--- src/rtl/eu_operand_collector.sv ---
// eu_operand_collector: per-execution-unit operand collection stage.
//   Takes one instruction-queue entry. Immediate operands come straight from the entry.
//   Register operands are requested from the interconnect by source address.
//   When both operands are held, one operation is issued to the ALU with a valid/ready handshake.
// Ports: clk/reset (synchronous, active-high); i_instr/i_instr_valid/o_instr_ready (entry in);
//   o_opX_req_valid/o_opX_src_addr (request), i_opX_data/i_opX_data_valid (response),
//   o_opX_success (capture ack); o_alu_* / o_alu_valid / i_alu_ready (issue);
//   o_illegal (one-cycle pulse when a non-ALU entry is dropped).
// Optional feature macro: EU_OPCOL_FAST_ISSUE_EN. When defined, a new entry can be accepted in the
//   same cycle as the ALU handshake, so back-to-back immediate ops issue every cycle.
// Latency: an entry whose operands are both immediate issues one cycle after acceptance.
//   A register operand captured in cycle C issues in cycle C+1.

package pkg_dtypes;
   localparam int WORD_WIDTH = 32;
   localparam int LOG2_NUM_INSTRUCTIONS_PER_EXEC_TYPE = 4;

   typedef enum logic [1:0] {
      EXEC_UNIT_ALU     = 2'd0,
      EXEC_UNIT_CMP     = 2'd1,
      EXEC_UNIT_LDR_STR = 2'd2,
      EXEC_UNIT_BRANCH  = 2'd3
   } type_exec_type;

   typedef enum logic {
      IMM_OR_NONE = 1'b0,
      REG         = 1'b1
   } type_operand_mode;

   typedef struct packed {
      logic [2:0] euidx;
      logic [3:0] uid;
      logic [1:0] spec;
   } type_exec_unit_addr;

   localparam int EU_ADDR_WIDTH = $bits(type_exec_unit_addr);

   typedef struct packed {
      logic [WORD_WIDTH-1:0] data;
   } type_imm;

   typedef struct packed {
      logic [WORD_WIDTH-EU_ADDR_WIDTH-1:0] rsvd;
      type_exec_unit_addr                  src;
   } type_reg_ref;

   // An operand field holds either an immediate value or a source rename address.
   typedef union packed {
      type_imm     as_imm;
      type_reg_ref as_addr;
   } type_operand;

   typedef struct packed {
      type_exec_type                                 exec_type;
      logic [LOG2_NUM_INSTRUCTIONS_PER_EXEC_TYPE-1:0] specific_instr;
      type_exec_unit_addr                            opd;
      type_operand_mode                              op0m;
      type_operand                                   op0;
      type_operand_mode                              op1m;
      type_operand                                   op1;
   } type_iqueue_entry;
endpackage

module eu_operand_collector
   import pkg_dtypes::*;
#(
   parameter int DATA_WIDTH = WORD_WIDTH,
   parameter int ADDR_WIDTH = $bits(type_exec_unit_addr),
   parameter int OPC_WIDTH  = LOG2_NUM_INSTRUCTIONS_PER_EXEC_TYPE
) (
   input  logic                  clk,
   input  logic                  reset,
   input  type_iqueue_entry      i_instr,
   input  logic                  i_instr_valid,
   output logic                  o_instr_ready,
   output logic                  o_op0_req_valid,
   output logic                  o_op1_req_valid,
   output logic [ADDR_WIDTH-1:0] o_op0_src_addr,
   output logic [ADDR_WIDTH-1:0] o_op1_src_addr,
   input  logic [DATA_WIDTH-1:0] i_op0_data,
   input  logic [DATA_WIDTH-1:0] i_op1_data,
   input  logic                  i_op0_data_valid,
   input  logic                  i_op1_data_valid,
   output logic                  o_op0_success,
   output logic                  o_op1_success,
   output logic [DATA_WIDTH-1:0] o_alu_op0_data,
   output logic [DATA_WIDTH-1:0] o_alu_op1_data,
   output logic [ADDR_WIDTH-1:0] o_alu_opd_addr,
   output logic [OPC_WIDTH-1:0]  o_alu_opcode,
   output logic                  o_alu_cmp,
   output logic                  o_alu_valid,
   input  logic                  i_alu_ready,
   output logic                  o_illegal
);

   typedef enum logic [1:0] {
      S_IDLE    = 2'd0,
      S_COLLECT = 2'd1,
      S_ISSUE   = 2'd2
   } state_t;

   state_t                state_q,   state_d;
   logic                  pend0_q,   pend0_d;
   logic                  pend1_q,   pend1_d;
   logic [DATA_WIDTH-1:0] data0_q,   data0_d;
   logic [DATA_WIDTH-1:0] data1_q,   data1_d;
   logic [ADDR_WIDTH-1:0] src0_q,    src0_d;
   logic [ADDR_WIDTH-1:0] src1_q,    src1_d;
   logic [ADDR_WIDTH-1:0] opd_q,     opd_d;
   logic [OPC_WIDTH-1:0]  opc_q,     opc_d;
   logic                  cmp_q,     cmp_d;
   logic                  illegal_q, illegal_d;

   logic succ0, succ1, accept, non_alu;

   always_ff @(posedge clk) begin
      if (reset) begin
         state_q   <= S_IDLE;
         pend0_q   <= 1'b0;
         pend1_q   <= 1'b0;
         data0_q   <= '0;
         data1_q   <= '0;
         src0_q    <= '0;
         src1_q    <= '0;
         opd_q     <= '0;
         opc_q     <= '0;
         cmp_q     <= 1'b0;
         illegal_q <= 1'b0;
      end else begin
         state_q   <= state_d;
         pend0_q   <= pend0_d;
         pend1_q   <= pend1_d;
         data0_q   <= data0_d;
         data1_q   <= data1_d;
         src0_q    <= src0_d;
         src1_q    <= src1_d;
         opd_q     <= opd_d;
         opc_q     <= opc_d;
         cmp_q     <= cmp_d;
         illegal_q <= illegal_d;
      end
   end

   always_comb begin
      state_d       = state_q;
      pend0_d       = pend0_q;
      pend1_d       = pend1_q;
      data0_d       = data0_q;
      data1_d       = data1_q;
      src0_d        = src0_q;
      src1_d        = src1_q;
      opd_d         = opd_q;
      opc_d         = opc_q;
      cmp_d         = cmp_q;
      illegal_d     = 1'b0;
      o_instr_ready = 1'b0;
      o_alu_valid   = 1'b0;
      succ0         = 1'b0;
      succ1         = 1'b0;

      case (state_q)
         S_IDLE: begin
            o_instr_ready = 1'b1;
         end
         S_COLLECT: begin
            // Pending flags are only ever set in COLLECT, so they double as "request up".
            succ0 = pend0_q & i_op0_data_valid;
            succ1 = pend1_q & i_op1_data_valid;
            if (succ0) begin
               data0_d = i_op0_data;
               pend0_d = 1'b0;
            end
            if (succ1) begin
               data1_d = i_op1_data;
               pend1_d = 1'b0;
            end
            if (!pend0_d && !pend1_d) begin
               state_d = S_ISSUE;
            end
         end
         S_ISSUE: begin
            o_alu_valid = 1'b1;
            if (i_alu_ready) begin
               state_d = S_IDLE;
            end
`ifdef EU_OPCOL_FAST_ISSUE_EN
            // The ALU slot frees up this cycle, so the next entry can be loaded straight away.
            o_instr_ready = i_alu_ready;
`endif
         end
         default: begin
            state_d = S_IDLE;
         end
      endcase

      accept  = o_instr_ready & i_instr_valid;
      non_alu = (i_instr.exec_type == EXEC_UNIT_LDR_STR) ||
                (i_instr.exec_type == EXEC_UNIT_BRANCH);

      // Loading a new entry overrides the transition back to IDLE from the handshake above.
      if (accept) begin
         if (non_alu) begin
            illegal_d = 1'b1;
            state_d   = S_IDLE;
         end else begin
            pend0_d = (i_instr.op0m == REG);
            pend1_d = (i_instr.op1m == REG);
            data0_d = (i_instr.op0m == REG) ? '0 : DATA_WIDTH'(i_instr.op0.as_imm.data);
            data1_d = (i_instr.op1m == REG) ? '0 : DATA_WIDTH'(i_instr.op1.as_imm.data);
            src0_d  = (i_instr.op0m == REG) ? ADDR_WIDTH'(i_instr.op0.as_addr.src) : '0;
            src1_d  = (i_instr.op1m == REG) ? ADDR_WIDTH'(i_instr.op1.as_addr.src) : '0;
            opd_d   = ADDR_WIDTH'(i_instr.opd);
            opc_d   = OPC_WIDTH'(i_instr.specific_instr);
            cmp_d   = (i_instr.exec_type == EXEC_UNIT_CMP);
            state_d = (pend0_d || pend1_d) ? S_COLLECT : S_ISSUE;
         end
      end
   end

   assign o_op0_req_valid = pend0_q;
   assign o_op1_req_valid = pend1_q;
   assign o_op0_src_addr  = src0_q;
   assign o_op1_src_addr  = src1_q;
   assign o_op0_success   = succ0;
   assign o_op1_success   = succ1;
   assign o_alu_op0_data  = data0_q;
   assign o_alu_op1_data  = data1_q;
   assign o_alu_opd_addr  = opd_q;
   assign o_alu_opcode    = opc_q;
   assign o_alu_cmp       = cmp_q;
   assign o_illegal       = illegal_q;

endmodule

--- config.mk ---
export PLATFORM = sky130hd
export DESIGN_NAME = eu_operand_collector
export DESIGN_NICKNAME = d
export VERILOG_FILES = /design/src/rtl/eu_operand_collector.sv
export SDC_FILE = /design/constraint.sdc
export NUM_CORES = 1
export LEC_CHECK = 0
export CAP_MARGIN = 40
export CORE_MARGIN = 8
export CORE_UTILIZATION = 39
export DETAILED_ROUTE_END_ITERATION = 10
export PLACE_DENSITY = 0.8
export SETUP_SLACK_MARGIN = 0.4
export SLEW_MARGIN = 20
export SYNTH_ARGS = -nofsm -noshare
export SYNTH_HDL_FRONTEND = slang
export SYNTH_SLANG_ARGS = --single-unit
--- constraint.sdc ---
create_clock -name clk -period 2.3 [get_ports clk]
set_clock_uncertainty 0.2 [all_clocks]
set_input_delay 0.23 -clock clk [delete_from_list [all_inputs] [get_ports clk]]
set_output_delay 0.23 -clock clk [all_outputs]
set_load 0.05 [all_outputs]
# --- Word level (Yosys, flattened, before mapping) ---
# Index checks and enable logic that the tools add are counted.
word_totals:
  out_inout_bits: 103
  regBits: 101
  inputBits: 151
op_classes:
  bitwise: 5
  n_eq_ne: 8
  reduce_logical: 9
  n_mux: 33
ops:
  columns: ["operator", "n"]
  rows:
  - ["2-to-1 mux 32 bit", 10]
  - ["2-to-1 mux 9 bit", 2]
  - ["2-to-1 mux 1 bit", 15]
  - ["2-to-1 mux 2 bit", 5]
  - ["== test 2 bit, second input constant", 3]
  - ["inequality test 3 bit, second input constant", 2]
  - ["case mux 2 bit (3 select lines)", 1]
  - ["== test 2 x 1 -> 1 bit, second input constant", 2]
  - ["bitwise AND 1 bit", 3]
  - ["AND reduction 3 bit", 1]
  - ["zero test 1 bit", 2]
  - ["zero test 2 bit", 1]
  - ["logical OR 1 bit", 2]
  - ["inequality test 2 bit, second input constant", 1]
  - ["inverter 1 bit", 2]
  - ["AND reduction 2 bit", 1]
  - ["OR reduction 2 bit", 1]
  - ["logical AND 1 bit", 1]

# --- Logic depth before layout (Yosys ltp) ---
# Gate-level depths: netlist of the first run.
logic_depth:
  depth_word: 8
  depth_mapped: 7

# --- Worst setup path after synthesis of the first run ---
# OpenSTA, ideal clock, no wires.
synth_path:
  kind: "reg-to-output"
  startpoint: "register pend0_q, in the netlist o_op0_req_valid"
  endpoint: "output o_op0_success"
  required_time_ps: 1870
  setup_slack_ps: 385
  arrival_ps: 1485
  stages_incl_launch_ff: 5
  cell_sequence: "dfxtp_1 -> nand4b_1 -> buf_2 -> buf_2 -> inv_1"
synth_via:
  elab_chain_cells: 2
synth_lines:
  columns: ["item", "line", "text"]
  rows:
  - ["from (decl)", "103", "logic pend0_q, pend0_d;"]
  - ["from (signal assigned)", "131", "pend0_q <= pend0_d;"]
  - ["bitwise AND 1 bit", "167", "succ0 = pend0_q & i_op0_data_valid;"]
  - ["2-to-1 mux 1 bit", "161", "case (state_q)"]
  - ["to (decl)", "84", "output logic o_op0_success,"]
# Every way passes these cells.

# --- Worst setup path in the final report of the first run ---
layout_path:
  startpoint: "register state_q[1]"
  endpoint: "output o_op0_success"
layout_via:
  elab_chain_cells: 2
layout_lines:
  columns: ["item", "line", "text"]
  rows:
  - ["from (decl)", "102", "state_t state_q, state_d;"]
  - ["from (signal assigned)", "130", "state_q <= state_d;"]
  - ["== test 2 x 1 -> 1 bit", "161", null]
  - ["2-to-1 mux 1 bit", "161", null]
# Every way passes these cells.

==> qor.csv, run 1 <==
metric,value,unit
status,finished clean,
unrepaired setup endpoints after global routing,true,
cts bufs inserted,9,
crit start category,register,
final WL,16.9,mm
first-pass GRT wire length,26.3,mm
most instantiated cells after synthesis,"dfxtp_1 (101), a21oi_1 (98), mux2i_1 (65), a211oi_2 (64), nand2_1 (48)",
most common cell in the netlist,dfxtp_1,
Pleak,3.58,nW
Clk pwr share,32.5,%
DRT antenna net count,0,
Slew HR,63.4,%
Tot GR Track Use,20.8,%
crit path max fanout,7,
synthesized cell area,4700,µm²
r2r worst-path depth,4,
WL per Instance,19.5,µm
Tot Pwr,4.68,mW
max-cap violations,0,
Worst setup EP type,primary output,
fin area,7650,µm²
final setup slack of the worst path,438,ps
Switch Pwr,1.46,mW
Sw Ratio,31.1,%
Final nets,863,
layout cell share with drive strength beyond 1,17.3,%
Starting DRT DRC Count,208,
"Primary FF master, synth",dfxtp_1,
I/O pins,254,
HPWL after DPL,12.4,mm
DRT Pass-1 Iters,4,
TritonCTS clock tree,built,
GRT overflow,0,
synthesized flop and latch total,101,
Die Width,126,µm
Place WS,94.7,ps
clock tree buffer depth,2,
P&R area growth vs syn,62.7,%
vias in the first global route,4793,
post-synthesis cell type count,25,
yosys warns,0,
Die Y,126,µm
largest area contributor in the netlist,dfxtp_1,
CP Class,reg -> out,
clock slew seen by the registers of the worst setup and hold paths,70,ps
CTS root buf,clkbuf_16,
placed inst area,7350,µm²
Initial Util,39.5,%
"EDFF count, synth",0,
FP Rows,40,
worst path arrival time,1430,ps
Synth area leaders,"dfxtp_1 (43%), a211oi_2 (17%), mux2i_1 (14%)",
GPL Wtd Cong,0.764,
ant diodes,0,
setup TNS,0,ps
Pwr Density,612,nW/µm²
Clock Latency Late Sink,350,ps
fillers,997,
"Seq/Total Area, Yosys",43.0,%
Avg Inst Size Synth,9.99,µm²
CP required,1870,ps
Min Hold Slack,160,ps
slew at the pin with the worst max-slew slack,552,ps
Logic pwr share,26.6,%
asr flop ratio synth,0,%
hold path depth,2,
vias per cell,5.25,
Synth top area share,43.0,%
Period minus WS final,1860,ps
Worst VDD drop,0.000364,V
worst min path class,in -> reg,
total clock sinks,101,
routed via count,4537,
largest net degree at the start of global routing,66,
Internal,3.23,mW
Syn Inst Count,471,
area of the core,11900,µm²
initial antenna violation count,0,
H-Tree Depth,3,
Final setup viols,0,
"Slew Viols, Final",0,
Die ar.,15800,µm²
DRC,0,
final worst path period share,81.0,%
Seq pwr share,40.9,%
IO Port Bufs,253,
Peak Freq,537,MHz
Synth Net Count,622,
final hold violations,0,
## cell usage in the layout, fill, tap and decap left out, types with 2 or more instances in the layout
cell and instances:
dfxtp_4 2, a211oi_2 64, buf_4 22, clkdlybuf4s50_1 149
nand2_1 48, nand4b_1 2, nand3_1 20, mux2i_1 65
a21oi_2 7, clkbuf_1 2, clkbuf_16 9, clkinv_2 2
nor2_1 2, dlygate4sd2_1 98, dfxtp_2 2, nand3b_1 2
buf_12 7, nand2b_1 2, inv_1 5, dfxtp_1 97
a21oi_1 91, nor2b_1 2
## critical path, cell delays in order (launching register included)
cell,delay [ps]
dfxtp_4,370
nand4b_1,260
buf_12,200
inv_1,100
buf_12,140
## path summary, 6_finish.rpt
kind                                   from                             end  slack [ps]
max reg2reg         state_q[0]$_SDFFE_PP0P_   o_alu_op0_data[27]$_SDFF_PP0_         440
max                 state_q[1]$_SDFFE_PP0P_                   o_op0_success         440
min                                   reset  o_op0_src_addr[8]$_SDFFE_PP0P_         160
min reg2reg  o_op1_src_addr[2]$_SDFFE_PP0P_  o_op1_src_addr[2]$_SDFFE_PP0P_         250
## sequential cells by signal, indices dropped and copies added, names as in the netlist, 2 cells and up
register and cells:
o_alu_op0_data 32, o_alu_op1_data 32, o_alu_opd_addr 9, o_op0_src_addr 9, o_op1_src_addr 9, o_alu_opcode 4, state_q 2
## area by class of cell
type / instances / area (µm²) / share of cell area, %
Clock buffer: 12 / 246 / 3.22
Clock inverter: 4 / 47.5 / 0.621
Inverter: 5 / 18.8 / 0.245
Multi-Input combinational cell: 315 / 2410 / 31.5
Sequential cell: 101 / 2030 / 26.6
Tap cell: 147 / 184 / 2.40
Timing Repair Buffer: 280 / 2710 / 35.4
## routing by layer
metal / wire, µm / vias to the layer above / GRT usage [%]
met5: 0 / - / 0
met4: 369 / 0 / 8.14
met3: 1420 / 21 / 7.00
met2: 7960 / 185 / 35.0
met1: 7140 / 2137 / 23.9
li1: - / 2194 / -
## per-stage QoR
step           utilization, %  cells
2_1_floorplan               -    471
3_3_place_gp             61.7    839
3_5_place_dp             61.7    839
4_1_cts                  63.9    861
5_1_grt                  64.2    864
6_report                 64.2    864
## cells by family after synthesis
| kind of cell | count (synthesis) | share of synthesized area, % |
|---|---|---|
| multiplexers | 65 | 13.8 |
| AO/OA/AOI/OAI | 167 | 28.3 |
| buffers and inverters | 55 | 6.30 |
| flip-flops | 101 | 43.0 |
| AND/OR/NAND/NOR | 83 | 8.59 |
## power by group through the flow
| stage | Sequential, mW | Combinational [mW] | Clock [mW] |
|---|---|---|---|
| floorplan | 2.32 | 0.377 | 0 |
| global placement | 1.95 | 1.29 | 0 |
| detailed placement | 1.96 | 1.31 | 0 |
| CTS | 1.92 | 1.24 | 1.57 |
| global route | 1.92 | 1.31 | 1.65 |
| finish | 1.91 | 1.25 | 1.52 |
## timing repair
item | CTS | global route
pin swaps | 0 | 0
setup endpoints to repair | 144 | 23
endpoints found under the hold margin | 0 | 0
gates resized for setup | 105 | 9
buffers inserted | 5 | 3
gates cloned | 1 | 0
hold buffers | 0 | 0
Power figures use the tool's default switching activity.
==> run 2, diff against run 1 <==
--- a/config.mk
+++ b/config.mk
@@ -7,9 +7,9 @@
 export LEC_CHECK = 0
 export CAP_MARGIN = 40
 export CORE_MARGIN = 8
-export CORE_UTILIZATION = 39
+export CORE_UTILIZATION = 36
 export DETAILED_ROUTE_END_ITERATION = 10
-export PLACE_DENSITY = 0.8
+export PLACE_DENSITY = 0.78
 export SETUP_SLACK_MARGIN = 0.4
 export SLEW_MARGIN = 20
 export SYNTH_ARGS = -nofsm -noshare
==> constraint.sdc (replaced) <==
create_clock -name clk -period 1.5 [get_ports clk]
set_clock_uncertainty 0.2 [all_clocks]
set_input_delay 0.15 -clock clk [delete_from_list [all_inputs] [get_ports clk]]
set_output_delay 0.15 -clock clk [all_outputs]
set_load 0.05 [all_outputs]
==> run 2 against run 1 <==
Against the previous run: the run now ends with hold timing, setup timing left; non-clock buffer count up 65; hold slack got worse by 240 ps; clock-buffer cell count grew 1; sequential power up 60%; power increased by 78%; register-to-register slack worse by 940 ps; global-route usage increased by 2.7 points; utilization grew 21 points; critical path depth increased by 2; combinational power grew to 2.5 times the previous value; largest cell class unchanged.
==> qor.csv, run 2 (synthesis gave the netlist of run 1 again) <==
metric,value,unit,change
largest net degree at the start of global routing,66,,unchanged
Pleak,4.33,nW,+21%
non-filler instance count after layout,951,,+10%
critical path cell sequence,buf_6 -> nand4b_1 -> buf_12 -> buf_4 -> mux2i_1 -> a211oi_2,,
P&R area growth vs syn,129,%,
DRT antenna net count,0,,unchanged
GRT overflow,0,,unchanged
Period minus WS final,2000,ps,
status,finished with violations,,
clock tree buffer depth,2,,unchanged
failing checks,"hold timing, setup timing",,
H-Tree Depth,3,,unchanged
storage element area,2210,µm²,+8.9%
Worst setup EP type,register,,
final setup slack of the worst path,-503,ps,-942 ps
worst min path class,in -> reg,,
Peak Freq,499,MHz,
crit start category,register,,
worst path arrival time,2040,ps,+610 ps
HPWL after DPL,13.9,mm,+12%
layout cell share with drive strength beyond 1,63.4,%,+46 points
Starting DRT DRC Count,288,,+38%
routed via count,5303,,+17%
vias in the first global route,5407,,+13%
GPL Wtd Cong,0.817,,+7.0%
"most common cell after layout, fill and taps aside",clkdlybuf4s50_1,,
WL per Instance,27.2,µm,+39%
Clock Latency Late Sink,360,ps,about the same
Final nets,928,,+7.5%
CP required,1540,ps,-330 ps
max-cap violations,0,,unchanged
Worst VDD drop,0.000655,V,+80%
vias per cell,5.58,,+6.2%
"commonest non-fill, non-tap cells in the layout","clkdlybuf4s50_1 (149), buf_12 (120), dfxtp_2 (75), mux2i_1 (64), a211oi_2 (63)",,
cts bufs inserted,9,,unchanged
FP Rows,41,,+2.5%
DRT Pass-1 Iters,4,,unchanged
area of the multi-input gates,3230,µm²,+34%
Final setup viols,103,,+103
placed inst area,8540,µm²,+16%
Tot GR Track Use,23.5,%,+2.7 points
area of the core,12700,µm²,+6.4%
CP Class,reg -> reg,,
Min Hold Slack,-78.9,ps,-239 ps
Die Width,130,µm,+3.6%
Pwr Density,773,nW/µm²,+26%
Die ar.,17000,µm²,+7.3%
fin area,10800,µm²,+41%
final hold violations,5,,+5
initial antenna violation count,0,,unchanged
slew at the pin with the worst max-slew slack,361,ps,-191 ps
Critical-path top delay cell,a211oi_2,,
Max stage delay on crit path,360,ps,about the same
final WL,25.9,mm,+53%
ant diodes,0,,unchanged
Initial Util,37.1,%,-2.4 points
I/O pins,254,,unchanged
unrepaired setup endpoints after global routing,true,,
total clock sinks,101,,unchanged
crit path max fanout,6,,-1
TritonCTS clock tree,built,,
first-pass GRT wire length,30.0,mm,+14%
DRC,0,,unchanged
cell count after placement,871,,+3.8%
Die Y,130,µm,+3.6%
Slew HR,75.2,%,+12 points
final worst path period share,134,%,
r2r setup slk,-500,ps,-940 ps
CTS root buf,clkbuf_16,,
fillers,602,,-40%
IO Port Bufs,253,,unchanged
clock slew seen by the registers of the worst setup and hold paths,70,ps,about the same
"Slew Viols, Final",0,,unchanged
-- run 2: cell count changes in the layout (fill, tap and decap cells not counted), moves of 9 or more --
cell	change
buf_12	+113
dlygate4sd2_1	-98
dfxtp_1	-97
a21oi_1	-78
dfxtp_2	+73
a21oi_4	+40
a21oi_2	+38
buf_4	+25
nand2_1	-25
dfxtp_4	+24
nand2_4	+20
clkbuf_16	+9
-- run 2: power breakdown --
| group | internal, mW | switching, mW | total (mW) |
|---|---|---|---|
| Sequential | 2.86 | 0.193 | 3.05 |
| Clock | 1.10 | 1.04 | 2.15 |
| Combinational | 1.60 | 1.53 | 3.13 |
-- run 2: per-layer routing --
metal  wire length, µm  track usage [%]
met1              9120             23.6
met2             13900             43.0
met3              2130             9.87
met4               748             7.58
met5                 0                0
-- run 2: per-stage QoR --
stage	TNS (ps)	utilization, %	total power, mW	setup slack (ps)
after floorplan	-22130	-	4.15	-244
after CTS	-24200	74.4	7.76	-318
after detailed placement	-56990	67.4	5.51	-650
final	-31820	85.0	8.32	-503
after global routing	-34510	85.0	8.53	-519
after global placement	-51870	67.4	5.45	-602
-- run 2: cell type report --
cell class	instances	area share (%)
Timing Repair Buffer	345	45.0
Multi-Input combinational cell	315	30.0
Sequential cell	101	20.6
Clock buffer	13	2.23
Tap cell	172	2.00
Inverter	5	0.244
-- run 2: timing repair --
item / CTS / global route
setup endpoints to repair: 204 / 204
resized for setup: 139 / 208
endpoints found under the hold margin: 5 / 5
pin swaps: 2 / 61
gates cloned: 6 / 16
setup buffers: 25 / 20
-- run 2: critical path, delay by kind of cell, from the launching register on --
kind / cells / cell delay, ps
AND/OR/NAND/NOR: 1 / 300
AO/OA/AOI/OAI: 1 / 360
flip-flops: 1 / 330
buffers and inverters: 3 / 510
multiplexers: 1 / 190
-- run 2: path summary, 6_finish.rpt --
check | from | cells past startpoint | to
worst max-delay path | state_q[1]$_SDFFE_PP0P_ | 6 | o_alu_op1_data[15]$_SDFF_PP0_
worst min-delay path | reset | 2 | o_alu_op1_data[19]$_SDFF_PP0_
worst max register to register | state_q[1]$_SDFFE_PP0P_ | 6 | o_alu_op1_data[15]$_SDFF_PP0_
worst min register to register | o_op0_src_addr[3]$_SDFFE_PP0P_ | 2 | o_op0_src_addr[3]$_SDFFE_PP0P_
==> run 3, diff against run 2 <==
--- a/config.mk
+++ b/config.mk
@@ -9,6 +9,7 @@
 export CORE_MARGIN = 8
 export CORE_UTILIZATION = 36
 export DETAILED_ROUTE_END_ITERATION = 10
+export MAX_ROUTING_LAYER = met4
 export PLACE_DENSITY = 0.78
 export SETUP_SLACK_MARGIN = 0.4
 export SLEW_MARGIN = 20
==> run 3 against run 2 <==
Against the previous run: the flow still finishes with violations (hold timing, setup timing); hold slack better by 6.3 ps; clock-buffer cell count unchanged; power is 2.6% lower; critical endpoint is now o_alu_op1_data[14]$_SDFF_PP0_; highest routed layer unchanged; sequential share of layout area rose by 0.60 points.
==> qor.csv, run 3 (synthesis gave the netlist of run 1 again) <==
metric,value,unit,change
Tot Pwr,8.11,mW,-2.6%
WL per Instance,24.9,µm,-8.5%
Initial Util,37.1,%,unchanged
GRT overflow,0,,unchanged
routed via count,5160,,-2.7%
fillers,653,,+8.5%
Max stage delay on crit path,640,ps,+280 ps
ant diodes,0,,unchanged
non-filler instance count after layout,944,,-0.74%
fin area,10500,µm²,-2.8%
I/O pins,254,,unchanged
initial antenna violation count,0,,unchanged
final worst path period share,125,%,-8.5 points
final setup slack of the worst path,-376,ps,+127 ps
"commonest non-fill, non-tap cells in the layout","clkdlybuf4s50_1 (149), buf_12 (119), dfxtp_2 (75), mux2i_1 (64), a211oi_2 (63)",,
HPWL after DPL,13.9,mm,unchanged
Critical-path top delay cell,or4b_4,,
clock slew seen by the registers of the worst setup and hold paths,60,ps,about the same
cts bufs inserted,9,,unchanged
Pleak,4.26,nW,-1.6%
layout cell share with drive strength beyond 1,61.1,%,-2.3 points
"most common cell after layout, fill and taps aside",clkdlybuf4s50_1,,
DRT antenna net count,0,,unchanged
failing checks,"hold timing, setup timing",,
Period minus WS final,1880,ps,-127 ps
DRC,0,,unchanged
TritonCTS clock tree,built,,
Peak Freq,533,MHz,+6.8%
Critical Path Sink,o_alu_op1_data[14]$_SDFF_PP0_,,
Die ar.,17000,µm²,unchanged
Final nets,921,,-0.75%
vias in the first global route,5444,,+0.68%
first-pass GRT wire length,30.0,mm,-0.21%
Die Y,130,µm,unchanged
Starting DRT DRC Count,306,,+6.3%
Slew HR,79.0,%,+3.8 points
worst min path class,in -> reg,,
setup TNS,-29820,ps,+2000 ps
"Slew Viols, Final",0,,unchanged
Min Hold Slack,-72.6,ps,+6.27 ps
largest net degree at the start of global routing,66,,unchanged
CP Class,reg -> reg,,
r2r worst-path depth,4,,-2
Place WS,-650,ps,unchanged
Pwr Density,775,nW/µm²,+0.28%
Final setup viols,103,,unchanged
Die Width,130,µm,unchanged
critical path launch point,state_q[1]$_SDFFE_PP0P_,,
max-cap violations,0,,unchanged
FP Rows,41,,unchanged
final hold violations,5,,unchanged
r2r startpoint,state_q[1]$_SDFFE_PP0P_,,
area of the core,12700,µm²,unchanged
slew at the pin with the worst max-slew slack,315,ps,-46.0 ps
Tot GR Track Use,24.1,%,+0.65 points
CP required,1550,ps,about the same
critical path cell sequence,or4b_4 -> buf_12 -> clkbuf_16 -> a211oi_2,,
P&R area growth vs syn,123,%,
final WL,23.5,mm,-9.2%
total clock sinks,101,,unchanged
unrepaired setup endpoints after global routing,true,,
DRT Pass-1 Iters,4,,unchanged
crit path max fanout,8,,+2
Clock Latency Late Sink,340,ps,-20 ps
CTS root buf,clkbuf_16,,
H-Tree Depth,3,,unchanged
final core occ,82.6,%,-2.4 points
placed inst area,8540,µm²,unchanged
cell count after placement,871,,unchanged
r2r setup slk,-380,ps,+130 ps
R2R Path End,o_alu_op1_data[14]$_SDFF_PP0_,,
crit start category,register,,
IO Port Bufs,253,,unchanged
GPL Wtd Cong,0.829,,+1.5%
vias per cell,5.47,,-2.0%
clock tree buffer depth,2,,unchanged
Worst setup EP type,register,,
worst path arrival time,1930,ps,-110 ps
status,finished with violations,,
Worst VDD drop,0.000675,V,+3.0%
==> run 3: cell types whose count changed in the layout (fill, tap and decap cells not counted), sizes merged <==
cell | before | now
clkbuf | 22 | 21
buf | 187 | 181
==> run 3: area by class of cell <==
| type | instances | area, µm² | area share [%] |
|---|---|---|---|
| tap | 172 | 215 | 2.06 |
| clock buffer | 13 | 240 | 2.30 |
| inverter | 5 | 26.3 | 0.251 |
| sequential | 101 | 2210 | 21.2 |
| timing repair buffer | 338 | 4730 | 45.2 |
| multi-input combinational | 315 | 3040 | 29.0 |
==> run 3: worst min path at each step <==
stage | start | end | slack (ps) | cells after the start
after CTS | reset | o_alu_op1_data[17]$_SDFF_PP0_ | -80 | 2
final | reset | o_alu_op1_data[19]$_SDFF_PP0_ | -70 | 2
after detailed placement | o_op0_src_addr[3]$_SDFFE_PP0P_ | o_op0_src_addr[3]$_SDFFE_PP0P_ | 290 | 2
after global placement | o_op1_src_addr[1]$_SDFFE_PP0P_ | o_op1_src_addr[1]$_SDFFE_PP0P_ | 280 | 2
after global routing | reset | o_alu_op1_data[19]$_SDFF_PP0_ | -60 | 2
after floorplan | i_instr[79] | o_alu_cmp$_SDFFE_PP0P_ | 90 | 2
==> run 3: per-layer routing <==
metal,GRT usage [%],vias to the layer above,share of wire (%)
met3,8.85,44,7.0
met1,24.1,2581,37
met5,-,-,0
li1,-,2317,-
met2,43.0,218,53
met4,7.58,0,2.9
==> run 3: timing repair <==
item	4_1_cts	5_1_grt
cloned	6	11
setup endpoints to repair	204	204
gates resized for setup	139	166
buffers inserted	25	18
pin swaps	2	54
endpoints found under the hold margin	5	5
==> run 3: worst max-delay path, delay by kind of cell (launching register included) <==
kind                   cells  cell delay, ps
buffers and inverters      2             380
flip-flops                 1             330
AND/OR/NAND/NOR            1             640
AO/OA/AOI/OAI              1             220
==> run 3: power breakdown <==
group	internal, mW	switching, mW	total (mW)	leakage, nW
logic	1.54	1.43	2.97	3.27
clock network	1.10	0.994	2.10	0.116
registers	2.86	0.189	3.05	0.877
